$ cat src/rtl/io_pkg.sv
// Shared constants for the switch/key input conditioning path.
package io_pkg;

    localparam int   NUM_DIP_BITS = 64;
    localparam int   NUM_KEYS     = 8;
    localparam int   DIP_BANK_W   = NUM_DIP_BITS / 2;

    // Level of an unpressed key / open DIP contact (pins are active-low).
    localparam logic PIN_IDLE     = 1'b1;

endpackage

$ cat src/rtl/input_conditioner_if.sv
// Pin-side and software-side signal bundle of the input conditioner.
interface input_conditioner_if;
    import io_pkg::*;

    logic [DIP_BANK_W-1:0] dips0_3_raw;
    logic [DIP_BANK_W-1:0] dips4_7_raw;
    logic [NUM_KEYS-1:0]   key_raw;
    logic [NUM_KEYS-1:0]   key_ack;

    logic [DIP_BANK_W-1:0] dips0_3;
    logic [DIP_BANK_W-1:0] dips4_7;
    logic [NUM_KEYS-1:0]   key;
    logic [NUM_KEYS-1:0]   key_press;
    logic [NUM_KEYS-1:0]   key_pending;

    // Board pins and software acks drive the conditioner.
    modport master (
        output dips0_3_raw, dips4_7_raw, key_raw, key_ack,
        input  dips0_3, dips4_7, key, key_press, key_pending
    );

    // The conditioner itself.
    modport slave (
        input  dips0_3_raw, dips4_7_raw, key_raw, key_ack,
        output dips0_3, dips4_7, key, key_press, key_pending
    );

endinterface

$ cat src/rtl/debounce_cell.sv
// Synchroniser plus per-bit tick-based debouncer for a W-bit pin vector.
module debounce_cell
    import io_pkg::*;
#(
    parameter int W              = 8,
    parameter int STABLE_SAMPLES = 4
) (
    input  logic         clk,
    input  logic         reset,
    input  logic         tick,
    input  logic [W-1:0] raw,
    output logic [W-1:0] stable
);

    localparam int            CW   = $clog2(STABLE_SAMPLES + 1);
    localparam logic [CW-1:0] LAST = CW'(STABLE_SAMPLES - 1);

    logic [W-1:0]         sync_p0;
    logic [W-1:0]         sync_p1;
    logic [W-1:0][CW-1:0] cnt;

    // Two-flop synchroniser; idles at the released pin level.
    always_ff @(posedge clk or negedge reset) begin
        if (!reset) begin
            sync_p0 <= {W{PIN_IDLE}};
            sync_p1 <= {W{PIN_IDLE}};
        end else begin
            sync_p0 <= raw;
            sync_p1 <= sync_p0;
        end
    end

    // Accept a new level only after STABLE_SAMPLES consecutive differing ticks.
    always_ff @(posedge clk or negedge reset) begin
        if (!reset) begin
            stable <= {W{PIN_IDLE}};
            cnt    <= '0;
        end else if (tick) begin
            for (int i = 0; i < W; i++) begin
                if (sync_p1[i] == stable[i]) begin
                    cnt[i] <= '0;
                end else if (cnt[i] == LAST) begin
                    stable[i] <= sync_p1[i];
                    cnt[i]    <= '0;
                end else begin
                    cnt[i] <= cnt[i] + 1'b1;
                end
            end
        end
    end

endmodule

$ cat src/rtl/input_conditioner.sv
// Debounces DIP banks and keys; derives key press pulses and sticky flags.
module input_conditioner
    import io_pkg::*;
#(
    parameter int TICK_DIV       = 20000,
    parameter int STABLE_SAMPLES = 4
) (
    input logic                clk,
    input logic                reset,
    input_conditioner_if.slave bus
);

    localparam int            PW      = (TICK_DIV > 1) ? $clog2(TICK_DIV) : 1;
    localparam logic [PW-1:0] PS_LAST = PW'(TICK_DIV - 1);

    logic [PW-1:0]       ps_cnt;
    logic                tick;
    logic [NUM_KEYS-1:0] key_stable;
    logic [NUM_KEYS-1:0] key_prev;

    assign tick    = (ps_cnt == PS_LAST);
    assign bus.key = key_stable;

    // Sample-tick prescaler, wraps in the cycle tick is asserted.
    always_ff @(posedge clk or negedge reset) begin
        if (!reset) begin
            ps_cnt <= '0;
        end else if (tick) begin
            ps_cnt <= '0;
        end else begin
            ps_cnt <= ps_cnt + 1'b1;
        end
    end

    debounce_cell #(
        .W              (DIP_BANK_W),
        .STABLE_SAMPLES (STABLE_SAMPLES)
    ) u_dips0_3 (
        .clk    (clk),
        .reset  (reset),
        .tick   (tick),
        .raw    (bus.dips0_3_raw),
        .stable (bus.dips0_3)
    );

    debounce_cell #(
        .W              (DIP_BANK_W),
        .STABLE_SAMPLES (STABLE_SAMPLES)
    ) u_dips4_7 (
        .clk    (clk),
        .reset  (reset),
        .tick   (tick),
        .raw    (bus.dips4_7_raw),
        .stable (bus.dips4_7)
    );

    debounce_cell #(
        .W              (NUM_KEYS),
        .STABLE_SAMPLES (STABLE_SAMPLES)
    ) u_keys (
        .clk    (clk),
        .reset  (reset),
        .tick   (tick),
        .raw    (bus.key_raw),
        .stable (key_stable)
    );

    // Falling-edge press pulse and sticky pending flags (a new press beats an ack).
    always_ff @(posedge clk or negedge reset) begin
        if (!reset) begin
            key_prev        <= {NUM_KEYS{PIN_IDLE}};
            bus.key_press   <= '0;
            bus.key_pending <= '0;
        end else begin
            key_prev        <= key_stable;
            bus.key_press   <= key_prev & ~key_stable;
            bus.key_pending <= (bus.key_pending & ~bus.key_ack) | bus.key_press;
        end
    end

endmodule
$ cat src/flat_wrapper.sv
// flat-port wrapper written by rule: the top's interface ports become plain ports
module input_conditioner_flat import io_pkg::*;
#(
    parameter int TICK_DIV       = 20000,
    parameter int STABLE_SAMPLES = 4
)
  (clk, reset, bus_dips0_3_raw, bus_dips4_7_raw, bus_key_raw, bus_key_ack, bus_dips0_3, bus_dips4_7, bus_key, bus_key_press, bus_key_pending);
  input_conditioner_if bus_i ();
  input logic clk;
  input logic reset;
  input wire logic [$bits(bus_i.dips0_3_raw)-1:0] bus_dips0_3_raw;
  input wire logic [$bits(bus_i.dips4_7_raw)-1:0] bus_dips4_7_raw;
  input wire logic [$bits(bus_i.key_raw)-1:0] bus_key_raw;
  input wire logic [$bits(bus_i.key_ack)-1:0] bus_key_ack;
  output wire logic [$bits(bus_i.dips0_3)-1:0] bus_dips0_3;
  output wire logic [$bits(bus_i.dips4_7)-1:0] bus_dips4_7;
  output wire logic [$bits(bus_i.key)-1:0] bus_key;
  output wire logic [$bits(bus_i.key_press)-1:0] bus_key_press;
  output wire logic [$bits(bus_i.key_pending)-1:0] bus_key_pending;
  assign bus_i.dips0_3_raw = bus_dips0_3_raw;
  assign bus_i.dips4_7_raw = bus_dips4_7_raw;
  assign bus_i.key_raw = bus_key_raw;
  assign bus_i.key_ack = bus_key_ack;
  assign bus_dips0_3 = bus_i.dips0_3;
  assign bus_dips4_7 = bus_i.dips4_7;
  assign bus_key = bus_i.key;
  assign bus_key_press = bus_i.key_press;
  assign bus_key_pending = bus_i.key_pending;
  input_conditioner #(.TICK_DIV(TICK_DIV), .STABLE_SAMPLES(STABLE_SAMPLES)) u_core (.clk(clk), .reset(reset), .bus(bus_i));
endmodule
$ cat config.mk
export PLATFORM = sky130hd
export DESIGN_NAME = input_conditioner_flat
export DESIGN_NICKNAME = d
export VERILOG_FILES = /design/src/rtl/io_pkg.sv /design/src/rtl/input_conditioner_if.sv /design/src/rtl/debounce_cell.sv /design/src/rtl/input_conditioner.sv /design/src/flat_wrapper.sv
export SDC_FILE = /design/constraint.sdc
export NUM_CORES = 1
export LEC_CHECK = 0
export BUFFER_PORTS_ARGS = -buffer_cell sky130_fd_sc_hd__buf_2
export CAP_MARGIN = 20
export CORE_UTILIZATION = 59
export DETAILED_ROUTE_END_ITERATION = 7
export GPL_ROUTABILITY_DRIVEN = 0
export PLACE_DENSITY = 0.79
export SYNTH_ARGS = -nofsm -noshare
export SYNTH_HDL_FRONTEND = slang
export SYNTH_SLANG_ARGS = --single-unit
$ cat constraint.sdc
create_clock -name clk -period 2.4 [get_ports clk]
set_input_delay 0.12 -clock clk [delete_from_list [all_inputs] [get_ports clk]]
set_output_delay 0.12 -clock clk [all_outputs]
set_load 0.01 [all_outputs]
==> flow_summary.json, run 1 <==
{
  "syn_area_per_cell_um2": 11.8,
  "rsz0062_at_grt": "no",
  "fin_area_um2": 22700,
  "status": "complete, no violations",
  "fmax_mhz": 465,
  "nets": 2019,
  "ios": 170,
  "clock_sinks": 471,
  "start_util": 0.599,
  "synth-xor-area-share": 0.0385,
  "synth_edf_count": 0,
  "synth_top_flop_cell": "dfrtp_1",
  "hold_viol_final": 0,
  "path_buf_inv": 1,
  "num_vias": 12100,
  "cp_top_family": "simple AND/OR/NAND/NOR gates",
  "cp_data_arrival_time_ps": 2620,
  "grt_max_degree": 113,
  "crit_path_end_kind": "flip-flop",
  "synth-seq-area-share": 0.640,
  "ir_worst_vdd_v": 0.000657,
  "hpwl_um": 20200,
  "wl_um": 34500,
  "fin_skew_ps": 16.3,
  "power_leakage_nw": 11.5,
  "post-route-period-util": 0.895,
  "grt_pass1_vias": 12500,
  "start_kind": "flip-flop",
  "coreArea_um2": 31500,
  "syn_inst": 1593,
  "ys_ff_latch": 471,
  "yosys_warnings": 0,
  "grt_pass1_wl_um": 58800,
  "relSlewSlack": 0.598,
  "synthArstFlopShare": 1.00,
  "synth_top_family_by_area": "simple AND/OR/NAND/NOR gates",
  "cts_resized": 0,
  "period_minus_slack_ps": 2150,
  "synth_fp_nets": 1748,
  "powerDensity_nw_per_um2": 717,
  "synthToLayoutAreaGrowth_pct": 20.4,
  "wl_per_cell_um": 14.9,
  "tns_ps": 0,
  "dieWidth_um": 181,
  "drt_iter0_drc": 633,
  "synth_compound_area_frac": 0.0491,
  "slew_viol_final": 0,
  "firstDrtPassIters": 5,
  "antenna_found_initial": 1,
  "rows": 65,
  "viasPerCell": 5.24,
  "clk_pin_slew_worst_paths_ps": 60,
  "cts_root_buf": "clkbuf_16",
  "layout-drive-gt1-share": 0.295,
  "hold_path_class": "in2async",
  "cap_violations": 0,
  "numCtsBuffers": 48,
  "grt.overflow.total": 0,
  "synthMuxAreaShare": 0.0450,
  "synthAdderAreaFrac": 0.0484,
  "place_area_um2": 20300,
  "synthSimpleGateAreaFrac": 0.152,
  "syn_area_um2": 18900,
  "worstPathRequired_ps": 2870,
  "die_h_um": 181,
  "worstMarginPinSlew_ps": 603,
  "r2r-start": "u_core.ps_cnt[0]$_DFF_PN0_",
  "setup_viol": 0,
  "n_fill_cell": 2064,
  "clock_latency_ps": 560,
  "crit_top_cell": "and4_4",
  "cpPeakStageDelay_ps": 380,
  "grt_use_total": 0.219,
  "drc_errors": 0,
  "cts_tree": "done",
  "ant_nets": 0,
  "crit_chain": "ha_1 -> and4_4 -> and4_4 -> buf_12 -> and3_1 -> mux2_2",
  "worstSetupPathType": "reg2reg",
  "clk_path_buf_depth": 3,
  "synthDistinctLibCells": 35,
  "crit_path_start": "u_core.ps_cnt[0]$_DFF_PN0_",
  "htreeDepth": 2,
  "dieArea_um2": 32700,
  "crit_path_top_delay_cell": "dfrtp_1",
  "cp_max_fo": 61,
  "io_buffers": 169
}
[area by class of cell]
class                   instances  area (um2)  share of cell area
diodes                          1        2.50            0.000110
clock buffers                  75        1440              0.0636
clock inverters                15         186             0.00821
inverters                      55         206             0.00909
multi-input cells            1018        6280               0.277
flip-flops and latches        471       12100               0.531
well taps                     402         503              0.0221
repair buffers                270        2020              0.0888
[flip-flops by register name, summed over array words and instances (netlist names), 15 cells and up]
register and count:
u_core.u_dips4_7.cnt 96, u_core.u_dips0_3.sync_p1 32, u_core.u_dips0_3.cnt 96, u_core.u_dips4_7.stable 32, u_core.u_dips4_7.sync_p1 32, u_core.ps_cnt 15, u_core.u_dips4_7.sync_p0 32, u_core.u_dips0_3.stable 32
u_core.u_keys.cnt 24, u_core.u_dips0_3.sync_p0 32
[report_power, final]
part | total (mW) | internal (mW) | switching, mW
registers | 8.24 | 8.17 | 0.0646
logic | 0.504 | 0.227 | 0.277
clock network | 7.54 | 4.57 | 2.97
total | 16.3 | 13.0 | 3.32
[synthesized netlist by cell type (all sizes together) (47+ instances only)]
cell type | count | area (um2)
dfrtp | 247 | 6180
mux2 | 72 | 848
o21ai | 48 | 240
ha | 73 | 913
nor2 | 171 | 642
nand2 | 266 | 998
and3 | 50 | 313
a21oi | 47 | 235
xnor2 | 78 | 683
inv | 55 | 206
dfstp | 224 | 5890
nand3 | 52 | 260
[final timing paths]
| kind | end | slack (ps) | cells past startpoint |
|---|---|---|---|
| setup / recovery | u_core.u_dips4_7.stable[18]$_DFFE_PN1P_ | 250 | 6 |
| hold / removal | u_core.u_dips4_7.cnt[77]$_DFFE_PN0N_ | 160 | 2 |
| setup reg to reg | u_core.u_dips4_7.stable[18]$_DFFE_PN1P_ | 250 | 6 |
| hold reg to reg | u_core.u_dips0_3.sync_p1[10]$_DFF_PN1_ | 350 | 0 |
| max in group asynchronous | u_core.u_dips0_3.sync_p0[10]$_DFF_PN1_ | 1390 | 3 |
| min in group clk | u_core.u_dips0_3.sync_p0[17]$_DFF_PN1_ | 200 | 2 |
[logic make-up after synthesis]
group | count (synthesis)
AND/OR/NAND/NOR | 635
XOR/XNOR | 83
flip-flops | 471
AO/OA/AOI/OAI | 155
multiplexers | 72
buffers and inverters | 104
adder cells (fa/ha/maj) | 73
[what timing repair did]
| item | CTS | global route |
|---|---|---|
| hold endpoints to repair | 139 | 0 |
| hold buffers | 81 | 0 |
| setup buffers | 0 | 0 |
[routing by layer]
layer  GRT usage  routed length [um]  vias up
met5           0                   0        -
met4      0.0773                 903        0
met3      0.0411                1460       69
met2       0.374               17500      207
met1       0.281               14600     5995
li1            -                   -     5813
[stage by stage]
stage	setup WS (ps)	power, mW	util	cells	hold WS, ps
finish	251	16.3	0.721	2307	160
global route	160	16.9	0.721	2307	172
CTS	243	16.5	0.721	2306	160
detailed placement	299	8.77	0.644	2135	148
global placement	369	8.75	0.644	2135	143
floorplan	581	8.47	-	1593	-176
[worst register-to-register path, cell delays in order, from the launching register on]
cell     delay (ps)
dfrtp_1         380
ha_1            220
and4_4          270
and4_4          320
buf_12          280
and3_1          240
mux2_2          350
[placed cells by master, fill, tap and decap left out, types with 2 or more instances in the layout]
| cell type | Yosys | final |
|---|---|---|
| inv_1 | 55 | 55 |
| dlygate4sd3_1 | 0 | 81 |
| o21ai_0 | 48 | 48 |
| and3_1 | 50 | 50 |
| a21oi_1 | 47 | 47 |
| and4_4 | 1 | 2 |
| dfrtp_1 | 247 | 247 |
| nand4_1 | 4 | 4 |
| mux2_4 | 10 | 10 |
| dfstp_2 | 224 | 224 |
| clkbuf_16 | 0 | 49 |
| xor2_1 | 5 | 5 |
| nand3_1 | 52 | 52 |
| ha_1 | 73 | 73 |
| clkbuf_1 | 19 | 14 |
| inv_6 | 0 | 2 |
| and4_1 | 3 | 2 |
| buf_2 | 9 | 168 |
| buf_12 | 0 | 16 |
| buf_4 | 8 | 4 |
| clkinv_2 | 0 | 8 |
| nor2_1 | 171 | 171 |
| clkbuf_8 | 0 | 12 |
| xnor2_1 | 78 | 78 |
| nand3b_1 | 25 | 25 |
| mux2_1 | 3 | 3 |
| a21o_1 | 33 | 33 |
| o21a_1 | 25 | 25 |
| nor2b_1 | 34 | 34 |
| nand2_1 | 266 | 266 |
| mux2_2 | 59 | 59 |
| bufinv_16 | 0 | 4 |
| nor4_1 | 25 | 25 |
Power figures use the tool's default switching activity.
==> inputs of run 2 (changes only) <==
--- a/config.mk
+++ b/config.mk
@@ -11,6 +11,7 @@
 export DETAILED_ROUTE_END_ITERATION = 7
 export GPL_ROUTABILITY_DRIVEN = 0
 export PLACE_DENSITY = 0.79
+export REMOVE_ABC_BUFFERS = 1
 export SYNTH_ARGS = -nofsm -noshare
 export SYNTH_HDL_FRONTEND = slang
 export SYNTH_SLANG_ARGS = --single-unit
==> run 2 against run 1 <==
  * Global-route usage rose by 0.051 points
  * Power rose by 1.6%
  * Largest cell class unchanged
  * Clock-buffer cell count fell by 3
  * Worst hold slack got worse by 29 ps
  * Critical endpoint is now u_core.u_dips0_3.cnt[87]$_DFFE_PN0N_
  * Largest power group unchanged
  * Setup slack got worse by 27 ps
  * Sequential cell count did not move
==> flow_summary.json, run 2 (synthesized netlist as in run 1, its figures left out) <==
{
  "status": "complete, no violations",
  "drt_iter0_drc": 606,
  "ir_worst_vdd_v": 0.000594,
  "clock_latency_ps": 530,
  "post-route-period-util": 0.907,
  "grt_pass1_wl_um": 59500,
  "post_cts_buffers": 0,
  "grt_max_degree": 67,
  "grt_pass1_vias": 12700,
  "worstMarginPinSlew_ps": 537,
  "nets": 2021,
  "wl_per_cell_um": 14.9,
  "clock_sinks": 471,
  "coreArea_um2": 31500,
  "final_cell_mix": "nand2_1 (266), dfrtp_1 (247), dfstp_2 (224), nor2_1 (171), buf_2 (168)",
  "pre_cts_ws_ps": 293,
  "grt.overflow.total": 0,
  "cts_root_buf": "clkbuf_16",
  "switching_share": 0.200,
  "synthToLayoutAreaGrowth_pct": 20.8,
  "setup_viol": 0,
  "clk_path_buf_depth": 3,
  "crit_path_start": "u_core.ps_cnt[0]$_DFF_PN0_",
  "n_fill_cell": 2074,
  "cp_data_arrival_time_ps": 2650,
  "cap_violations": 0,
  "drc_errors": 0,
  "hold_buffers": 81,
  "worstSetupPathType": "reg2reg",
  "rows": 65,
  "slew_viol_final": 0,
  "p_clk_frac": 0.472,
  "fmax_mhz": 459,
  "die_h_um": 181,
  "worst_slack_ps": 224,
  "rsz0062_at_grt": "no",
  "clk_pin_slew_worst_paths_ps": 60,
  "period_minus_slack_ps": 2180,
  "num_vias": 12000,
  "intPower_mw": 13.2,
  "numCtsBuffers": 47,
  "antenna_found_initial": 0,
  "viasPerCell": 5.21,
  "powerDensity_nw_per_um2": 726,
  "relSlewSlack": 0.642,
  "largest_registers": "u_core.u_dips0_3.cnt x96, u_core.u_dips4_7.cnt x96",
  "worstPathRequired_ps": 2870,
  "crit_path_end_kind": "flip-flop",
  "power_frac_seq": 0.498,
  "hold_path_class": "in2async",
  "utilization": 0.724,
  "start_util": 0.599,
  "htreeDepth": 2,
  "comb_power_share": 0.030,
  "dieWidth_um": 181,
  "hold_viol_final": 0,
  "power_leakage_nw": 11.6,
  "layout-drive-gt1-share": 0.300,
  "dieArea_um2": 32700,
  "firstDrtPassIters": 4,
  "antenna_cells": 0,
  "fin_skew_ps": 8.38,
  "ant_nets": 0,
  "power.total_mw": 16.6,
  "ios": 170,
  "dpl.cell_count": 2138,
  "cts_resized": 0,
  "grt_use_total": 0.219,
  "cp_max_fo": 34,
  "r2r-start": "u_core.ps_cnt[0]$_DFF_PN0_",
  "final_common_cell": "nand2_1",
  "hpwl_um": 20700,
  "io_buffers": 169,
  "p_sw_mw": 3.31,
  "wl_um": 34300,
  "fin_cells": 2306,
  "start_kind": "flip-flop",
  "cts_tree": "done"
}
## run 2: power by group through the flow
stage	Clock [mW]	Sequential, mW	Combinational (mW)
2_1_floorplan	0	8.35	0.123
3_3_place_gp	0	8.36	0.391
3_5_place_dp	0	8.37	0.404
4_1_cts	7.98	8.24	0.509
5_1_grt	8.30	8.25	0.566
6_report	7.81	8.24	0.501
## run 2: path summary, 6_finish.rpt
check	endpoint	slack (ps)	cells past startpoint
min in group clk	u_core.u_dips4_7.sync_p0[24]$_DFF_PN1_	220	2
max in group asynchronous	u_core.u_dips0_3.stable[2]$_DFFE_PN1P_	1510	3
hold / removal	u_core.u_dips4_7.cnt[65]$_DFFE_PN0N_	130	2
setup / recovery	u_core.u_dips0_3.cnt[87]$_DFFE_PN0N_	220	7
hold reg to reg	u_core.u_dips0_3.sync_p1[23]$_DFF_PN1_	350	0
setup reg to reg	u_core.u_dips0_3.cnt[87]$_DFFE_PN0N_	220	7
## run 2: metrics by stage
stage / hold slack [ps] / instance area [um2] / setup TNS, ps
3_5_place_dp: 110 / 20300 / 0
6_report: 131 / 22800 / 0
4_1_cts: 136 / 22800 / 0
5_1_grt: 169 / 22800 / 0
2_1_floorplan: -176 / 18600 / -1144320
3_3_place_gp: 104 / 20300 / 0
## run 2: area by class of cell
cell class	count	area, um2	area share
multi-input combinational	1018	6280	0.276
clock inverter	15	205	0.00900
timing repair buffer	273	2030	0.0889
tap	402	503	0.0221
inverter	55	206	0.00906
sequential	471	12100	0.529
clock buffer	72	1500	0.0659
## run 2: per-layer routing
metal | global-route usage | wire length (um) | up-vias
li1 | - | - | 5819
met1 | 0.272 | 14400 | 5948
met2 | 0.393 | 17800 | 192
met3 | 0.0341 | 1180 | 66
met4 | 0.0718 | 834 | 0
met5 | 0 | 0 | -
## run 2: critical path: stages, from the launching register on
cell     delay [ps]
dfrtp_1         390
ha_1            230
and4_4          270
nand4_1         270
buf_12          280
buf_12          180
nor4_1          350
a21o_1          140
